===== config.mk =====
export PLATFORM = sky130hd
export DESIGN_NAME = reg_file_arbiter_flat
export DESIGN_NICKNAME = d
export VERILOG_FILES = /design/src/rtl/reg_file_arbiter_pkg.sv /design/src/rtl/reg_file_arbiter_if.sv /design/src/rtl/reg_file_arbiter_rr_arbiter2.sv /design/src/rtl/reg_file_arbiter.sv /design/src/flat_wrapper.sv
export SDC_FILE = /design/constraint.sdc
export NUM_CORES = 1
export LEC_CHECK = 0
export CAP_MARGIN = 20
export CORE_UTILIZATION = 40
export CTS_CLUSTER_DIAMETER = 80
export DETAILED_ROUTE_END_ITERATION = 12
export PLACE_DENSITY = 0.89
export SLEW_MARGIN = 20
export SYNTH_ARGS = -nofsm -noshare
export SYNTH_HDL_FRONTEND = slang
export SYNTH_SLANG_ARGS = --single-unit

===== constraint.sdc =====
create_clock -name clk -period 2.9 [get_ports clk]
set_clock_uncertainty 0.1 [all_clocks]
set_input_delay 0.58 -clock clk [delete_from_list [all_inputs] [get_ports clk]]
set_output_delay 0.58 -clock clk [all_outputs]
set_load 0.02 [all_outputs]

===== src/rtl/reg_file_arbiter_pkg.sv =====
// reg_file_arbiter_pkg -- shared definitions for the register file and its
// two-master access arbiter.
//   DATA_W_DEF / ADDR_W_DEF : default register data / address widths
//   state_t                 : access FSM state encoding
package reg_file_arbiter_pkg;
    localparam int DATA_W_DEF = 32;
    localparam int ADDR_W_DEF = 3;

    typedef enum logic [1:0] {
        IDLE   = 2'd0,
        ACCESS = 2'd1,
        RESP   = 2'd2
    } state_t;
endpackage


===== src/rtl/reg_file_arbiter_if.sv =====
// reg_file_arbiter_if -- bundles the two master request channels, their
// grant/done handshakes, the read result and the register-file port.
//   slave  modport : seen by the arbiter (requests in, grants/rf port out)
//   master modport : seen by the requesters + register file
interface reg_file_arbiter_if
    import reg_file_arbiter_pkg::*;
#(
    parameter int DATA_W = DATA_W_DEF,
    parameter int ADDR_W = ADDR_W_DEF
) ();
    logic              req0, req1;
    logic              wr0, wr1;
    logic [ADDR_W-1:0] addr0, addr1;
    logic [DATA_W-1:0] wdata0, wdata1;
    logic              gnt0, gnt1;
    logic              done0, done1;
    logic [DATA_W-1:0] rdata;
    logic              busy;
    logic              rf_we;
    logic [ADDR_W-1:0] rf_addr;
    logic [DATA_W-1:0] rf_wdata;
    logic [DATA_W-1:0] rf_rdata;

    modport slave (
        input  req0, req1, wr0, wr1, addr0, addr1, wdata0, wdata1, rf_rdata,
        output gnt0, gnt1, done0, done1, rdata, busy, rf_we, rf_addr, rf_wdata
    );

    modport master (
        output req0, req1, wr0, wr1, addr0, addr1, wdata0, wdata1, rf_rdata,
        input  gnt0, gnt1, done0, done1, rdata, busy, rf_we, rf_addr, rf_wdata
    );
endinterface


===== src/rtl/reg_file_arbiter_rr_arbiter2.sv =====
// rr_arbiter2 -- two-way combinational arbiter.
//   req0, req1 : requests
//   pointer    : tie-break owner (0 = master 0, 1 = master 1)
//   grant      : one-hot grant, bit i = master i (zero when no request)
module rr_arbiter2 (
    input  logic       req0,
    input  logic       req1,
    input  logic       pointer,
    output logic [1:0] grant
);
    always_comb begin
        grant = 2'b00;
        if (req0 && req1)
            grant = pointer ? 2'b10 : 2'b01;
        else if (req0)
            grant = 2'b01;
        else if (req1)
            grant = 2'b10;
    end
endmodule


===== src/rtl/reg_file_arbiter.sv =====
// reg_file_arbiter -- arbitrates two masters onto a single register-file
// port. Each transaction takes IDLE -> ACCESS -> RESP (one access per 3
// cycles); the request is latched in IDLE so masters may change their
// fields afterwards.
//   clk, reset : clock, asynchronous active-high reset
//   bus        : reg_file_arbiter_if.slave (requests, gnt/done, rdata, busy,
//                register-file write/read port)
// Macro RF_ARB_ROUND_ROBIN_EN: rotating tie-break pointer; when undefined,
// master 0 always wins ties.
module reg_file_arbiter
    import reg_file_arbiter_pkg::*;
#(
    parameter int DATA_W = DATA_W_DEF,
    parameter int ADDR_W = ADDR_W_DEF
) (
    input  logic                clk,
    input  logic                reset,
    reg_file_arbiter_if.slave   bus
);
    state_t            state;
    logic              win1;      // latched winner, 1 = master 1
    logic              lat_wr;
    logic              ptr;
    logic [1:0]        grant;
    logic [1:0]        gnt_q, done_q;
    logic              busy_q, rf_we_q;
    logic [ADDR_W-1:0] rf_addr_q;
    logic [DATA_W-1:0] rf_wdata_q, rdata_q;

    rr_arbiter2 u_arb (
        .req0    (bus.req0),
        .req1    (bus.req1),
        .pointer (ptr),
        .grant   (grant)
    );

`ifdef RF_ARB_ROUND_ROBIN_EN
    // Hand priority to the loser as the transaction retires.
    always_ff @(posedge clk or posedge reset) begin
        if (reset)
            ptr <= 1'b0;
        else if (state == RESP)
            ptr <= ~win1;
    end
`else
    assign ptr = 1'b0;
`endif

    always_ff @(posedge clk or posedge reset) begin
        if (reset) begin
            state      <= IDLE;
            win1       <= 1'b0;
            lat_wr     <= 1'b0;
            gnt_q      <= 2'b00;
            done_q     <= 2'b00;
            busy_q     <= 1'b0;
            rf_we_q    <= 1'b0;
            rf_addr_q  <= '0;
            rf_wdata_q <= '0;
            rdata_q    <= '0;
        end else begin
            case (state)
                IDLE: begin
                    if (grant != 2'b00) begin
                        // rf_addr/rf_wdata registers double as the latched
                        // transaction fields; they hold until the next win.
                        win1       <= grant[1];
                        lat_wr     <= grant[1] ? bus.wr1 : bus.wr0;
                        rf_we_q    <= grant[1] ? bus.wr1 : bus.wr0;
                        rf_addr_q  <= grant[1] ? bus.addr1 : bus.addr0;
                        rf_wdata_q <= grant[1] ? bus.wdata1 : bus.wdata0;
                        gnt_q      <= grant;
                        busy_q     <= 1'b1;
                        state      <= ACCESS;
                    end
                end
                ACCESS: begin
                    if (!lat_wr)
                        rdata_q <= bus.rf_rdata;
                    rf_we_q <= 1'b0;
                    gnt_q   <= 2'b00;
                    done_q  <= win1 ? 2'b10 : 2'b01;
                    state   <= RESP;
                end
                RESP: begin
                    done_q <= 2'b00;
                    busy_q <= 1'b0;
                    state  <= IDLE;
                end
                default: begin
                    gnt_q   <= 2'b00;
                    done_q  <= 2'b00;
                    rf_we_q <= 1'b0;
                    busy_q  <= 1'b0;
                    state   <= IDLE;
                end
            endcase
        end
    end

    assign bus.gnt0     = gnt_q[0];
    assign bus.gnt1     = gnt_q[1];
    assign bus.done0    = done_q[0];
    assign bus.done1    = done_q[1];
    assign bus.busy     = busy_q;
    assign bus.rf_we    = rf_we_q;
    assign bus.rf_addr  = rf_addr_q;
    assign bus.rf_wdata = rf_wdata_q;
    assign bus.rdata    = rdata_q;
endmodule


===== src/flat_wrapper.sv =====
// flat-port wrapper written by rule: the top's interface ports become plain ports
module reg_file_arbiter_flat import reg_file_arbiter_pkg::*;
#(
    parameter int DATA_W = DATA_W_DEF,
    parameter int ADDR_W = ADDR_W_DEF
)
  (clk, reset, bus_req0, bus_req1, bus_wr0, bus_wr1, bus_addr0, bus_addr1, bus_wdata0, bus_wdata1, bus_rf_rdata, bus_gnt0, bus_gnt1, bus_done0, bus_done1, bus_rdata, bus_busy, bus_rf_we, bus_rf_addr, bus_rf_wdata);
  reg_file_arbiter_if #(.DATA_W(DATA_W), .ADDR_W(ADDR_W)) bus_i ();
  input  logic clk;
  input  logic reset;
  input wire logic [$bits(bus_i.req0)-1:0] bus_req0;
  input wire logic [$bits(bus_i.req1)-1:0] bus_req1;
  input wire logic [$bits(bus_i.wr0)-1:0] bus_wr0;
  input wire logic [$bits(bus_i.wr1)-1:0] bus_wr1;
  input wire logic [$bits(bus_i.addr0)-1:0] bus_addr0;
  input wire logic [$bits(bus_i.addr1)-1:0] bus_addr1;
  input wire logic [$bits(bus_i.wdata0)-1:0] bus_wdata0;
  input wire logic [$bits(bus_i.wdata1)-1:0] bus_wdata1;
  input wire logic [$bits(bus_i.rf_rdata)-1:0] bus_rf_rdata;
  output wire logic [$bits(bus_i.gnt0)-1:0] bus_gnt0;
  output wire logic [$bits(bus_i.gnt1)-1:0] bus_gnt1;
  output wire logic [$bits(bus_i.done0)-1:0] bus_done0;
  output wire logic [$bits(bus_i.done1)-1:0] bus_done1;
  output wire logic [$bits(bus_i.rdata)-1:0] bus_rdata;
  output wire logic [$bits(bus_i.busy)-1:0] bus_busy;
  output wire logic [$bits(bus_i.rf_we)-1:0] bus_rf_we;
  output wire logic [$bits(bus_i.rf_addr)-1:0] bus_rf_addr;
  output wire logic [$bits(bus_i.rf_wdata)-1:0] bus_rf_wdata;
  assign bus_i.req0 = bus_req0;
  assign bus_i.req1 = bus_req1;
  assign bus_i.wr0 = bus_wr0;
  assign bus_i.wr1 = bus_wr1;
  assign bus_i.addr0 = bus_addr0;
  assign bus_i.addr1 = bus_addr1;
  assign bus_i.wdata0 = bus_wdata0;
  assign bus_i.wdata1 = bus_wdata1;
  assign bus_i.rf_rdata = bus_rf_rdata;
  assign bus_gnt0 = bus_i.gnt0;
  assign bus_gnt1 = bus_i.gnt1;
  assign bus_done0 = bus_i.done0;
  assign bus_done1 = bus_i.done1;
  assign bus_rdata = bus_i.rdata;
  assign bus_busy = bus_i.busy;
  assign bus_rf_we = bus_i.rf_we;
  assign bus_rf_addr = bus_i.rf_addr;
  assign bus_rf_wdata = bus_i.rf_wdata;
  reg_file_arbiter #(.DATA_W(DATA_W), .ADDR_W(ADDR_W)) u_core (.clk(clk), .reset(reset), .bus(bus_i));
endmodule

==> reports/metrics.json <==
{
  "die_area": {"value": 9440, "unit": "µm²"},
  "clock_insertion_delay_worst_skew": {"value": 330, "unit": "ps"},
  "cts_tree": {"value": "done"},
  "antenna-diode-count": {"value": 0},
  "synth-xor-area-share": {"value": 0, "unit": "%"},
  "post_cts_resized": {"value": 0},
  "synth_edf_count": {"value": 0},
  "ys_top_cells_by_area": {"value": "dfrtp_1 (53%), mux2_4 (24%), mux2_2 (14%), buf_12 (1.7%), buf_6 (1.2%)"},
  "outcome": {"value": "finished, final reports clean"},
  "final_layout_size_suffix_gt1_share": {"value": 31.2, "unit": "%"},
  "clock_tree.buffer_depth": {"value": 2},
  "grtUsageTotal": {"value": 18.7, "unit": "%"},
  "power.density": {"value": 1030, "unit": "nW/µm²"},
  "areaGrowthSynthToFinish": {"value": 56.2, "unit": "%"},
  "worstSetupEndpointType": {"value": "flip-flop"},
  "ios": {"value": 181},
  "placement.cell_area": {"value": 5480, "unit": "µm²"},
  "avgSynthCellArea": {"value": 16.5, "unit": "µm²"},
  "die_width": {"value": 97.2, "unit": "µm"},
  "antenna_violations_before_repair": {"value": 0},
  "total_nets_after_synthesis": {"value": 328},
  "timing.final.crit_share": {"value": 73.0, "unit": "%"},
  "maxCapViolCount": {"value": 0},
  "port_buffer_cells": {"value": 180},
  "synth_top_family_by_area": {"value": "multiplexers"},
  "number_of_drc_markers_in_iteration_0": {"value": 45},
  "die_h": {"value": 97.2, "unit": "µm"},
  "shortest_period_the_worst_path_allows": {"value": 2120, "unit": "ps"},
  "cp_max_fo": {"value": 36},
  "worst-endpoint-arrival": {"value": 2230, "unit": "ps"},
  "drt-vias-per-instance": {"value": 4.79},
  "core_area": {"value": 8760, "unit": "µm²"},
  "clk_pin_slew_worst_paths": {"value": 80, "unit": "ps"},
  "post_synth_most_frequent_cells": {"value": "dfrtp_1 (77), mux2_4 (58), mux2_2 (44)"},
  "clock-sinks": {"value": 77},
  "synth.yosys.seq_area_share": {"value": 53.2, "unit": "%"},
  "busiest_layer": {"value": "met2"},
  "postSynthCellCount": {"value": 220},
  "post_drt_wl_per_cell": {"value": 16.6, "unit": "µm"},
  "finalInstanceArea": {"value": 5660, "unit": "µm²"},
  "synth-simple-area-share": {"value": 2.28, "unit": "%"},
  "dp.final_hpwl": {"value": 6200, "unit": "µm"},
  "path_buf_inv": {"value": 2},
  "cpMaxStageDelayCell": {"value": "clkdlybuf4s50_1"},
  "total_vias_in_the_final_route": {"value": 2466},
  "ir_drop": {"value": 459, "unit": "µV"},
  "finalWirelength": {"value": 8530, "unit": "µm"},
  "synth_fa_ha_area_share": {"value": 0, "unit": "%"},
  "max_freq": {"value": 473, "unit": "MHz"},
  "path_delay_family": {"value": "buffers and inverters"},
  "cts_buffers": {"value": 9},
  "setup_repair_after_global_routing_missed_its_margin": {"value": "no"},
  "synthMuxAreaShare": {"value": 38.3, "unit": "%"},
  "slew_headroom": {"value": 69.9, "unit": "%"},
  "tns": {"value": 0, "unit": "ps"},
  "cts_setup_buffers": {"value": 0},
  "yosys.cell_types.count": {"value": 22},
  "weighted_congestion_reported_at_the_end_of_routability_driven_placement": {"value": 0.719},
  "drt.antenna.violating_nets": {"value": 0},
  "final_nets": {"value": 510},
  "crit_chain": {"value": "clkdlybuf4s50_1 > nand2b_2 > buf_12 > mux2_2 > mux2_2"},
  "initial_util": {"value": 41.3, "unit": "%"},
  "htree_levels": {"value": 3},
  "worst_pin_slew": {"value": 452, "unit": "ps"},
  "gr_overflow_total": {"value": 0},
  "postSynth.topFlopCell": {"value": "dfrtp_1"},
  "flip_flop_and_latch_count_after_synthesis": {"value": 77},
  "synth_async_sr_flop_share": {"value": 100, "unit": "%"},
  "start_kind": {"value": "input port"},
  "largest_incremental_delay_on_the_critical_path": {"value": 550, "unit": "ps"},
  "route.detailed.drc": {"value": 0},
  "hold_viol_final": {"value": 0},
  "grt_start_max_net_pins": {"value": 78},
  "holdBufCountCts": {"value": 0},
  "grt_util_met3": {"value": 4.53, "unit": "%"},
  "first_global_vias": {"value": 2769},
  "setup_viol": {"value": 0},
  "yosysTopAreaCell": {"value": "dfrtp_1"},
  "required_arrival_time_at_the_worst_endpoint": {"value": 3010, "unit": "ps"},
  "first_pass_grt_wire_length": {"value": 14000, "unit": "µm"},
  "global_route_track_usage_on_met1": {"value": 22.4, "unit": "%"},
  "cts.root.buffer_cell": {"value": "clkbuf_8"},
  "drt_pass1_iterations": {"value": 4},
  "slew_violations": {"value": 0},
  "gr-usage-met2": {"value": 32.6, "unit": "%"},
  "path_common_cell": {"value": "mux2_2"},
  "hold_path_class": {"value": "reg2reg"},
  "yosysWarningCount": {"value": 0},
  "row_count": {"value": 34},
  "netlist_area": {"value": 3620, "unit": "µm²"},
  "leakage_power": {"value": 2.46, "unit": "nW"},
  "synth-compound-area-share": {"value": 1.45, "unit": "%"},
  "synthMostInstantiatedCell": {"value": "dfrtp_1"},
  "timing.setup.critical_path_class": {"value": "in2reg"},
  "synth_top_area_share": {"value": 53.2, "unit": "%"}
}
[report_power, final]
part / switching, mW / internal (mW) / total [mW]
Sequential: 0.335 / 1.62 / 1.96
Clock: 0.422 / 0.323 / 0.745
Combinational: 1.34 / 1.77 / 3.11
[state kept, by name, summed over array words and instances, names as in the netlist]
signal,flops
u_core.bus.busy,1
u_core.state,2
u_core.bus.rf_we,1
u_core.bus.rf_wdata,32
u_core.win1,1
u_core.bus.rf_addr,3
u_core.bus.rdata,32
u_core.done_q,2
u_core.lat_wr,1
u_core.gnt_q,2
[placed cells by master (no fill, tap or decap), drive strengths merged]
cell / instances
a21o: 1
a21oi: 5
a2bb2oi: 1
buf: 4
clkbuf: 9
clkdlybuf4s50: 180
clkinv: 2
clkinvlp: 2
dfrtp: 77
inv: 7
mux2: 103
mux2i: 1
nand2b: 2
nor2: 7
nor2b: 2
nor3: 3
o221a: 1
[through the flow]
step	instances	worst slack [ps]	util (%)	power [mW]	hold slack, ps
final	515	784	64.6	5.81	397
after global routing	515	739	64.6	6.10	430
after CTS	515	817	64.6	5.87	398
after detailed placement	499	457	62.5	5.10	368
after global placement	499	513	62.5	5.00	367
after floorplan	220	253	-	3.72	413
[layout make-up]
type	instances	area, µm²
tap	108	135
fill	681	3100
multi-input combinational	126	1530
timing repair buffer	184	1870
inverter	4	15.0
clock buffer	9	124
clock inverter	7	57.6
sequential	77	1930
[routing by layer]
metal | up-vias | share of wire (%)
met5 | - | 0
met4 | 0 | 1.8
met3 | 13 | 6.5
met2 | 116 | 52
met1 | 1203 | 40
li1 | 1134 | -
[cells by family after synthesis]
group | after synthesis
flip-flops | 77
buffers and inverters | 17
multiplexers | 104
AND/OR/NAND/NOR | 14
AO/OA/AOI/OAI | 8
[path summary, 6_finish.rpt]
kind / endpoint / start / depth (start not counted) / slack, ps
setup / recovery: u_core.bus.rf_wdata[30]$_DFFE_PP0P_ / bus_req0 / 5 / 780
hold / removal: u_core.bus.busy$_DFFE_PP0P_ / u_core.bus.busy$_DFFE_PP0P_ / 1 / 400
setup reg to reg: u_core.bus.rdata[13]$_DFFE_PP0P_ / u_core.state[0]$_DFFE_PP0P_ / 4 / 990
hold reg to reg: u_core.bus.busy$_DFFE_PP0P_ / u_core.bus.busy$_DFFE_PP0P_ / 1 / 400
max in group asynchronous: u_core.bus.rf_wdata[30]$_DFFE_PP0P_ / reset / 3 / 1800
min in group asynchronous: u_core.bus.rdata[11]$_DFFE_PP0P_ / reset / 3 / 550
Power figures use the tool's default switching activity.
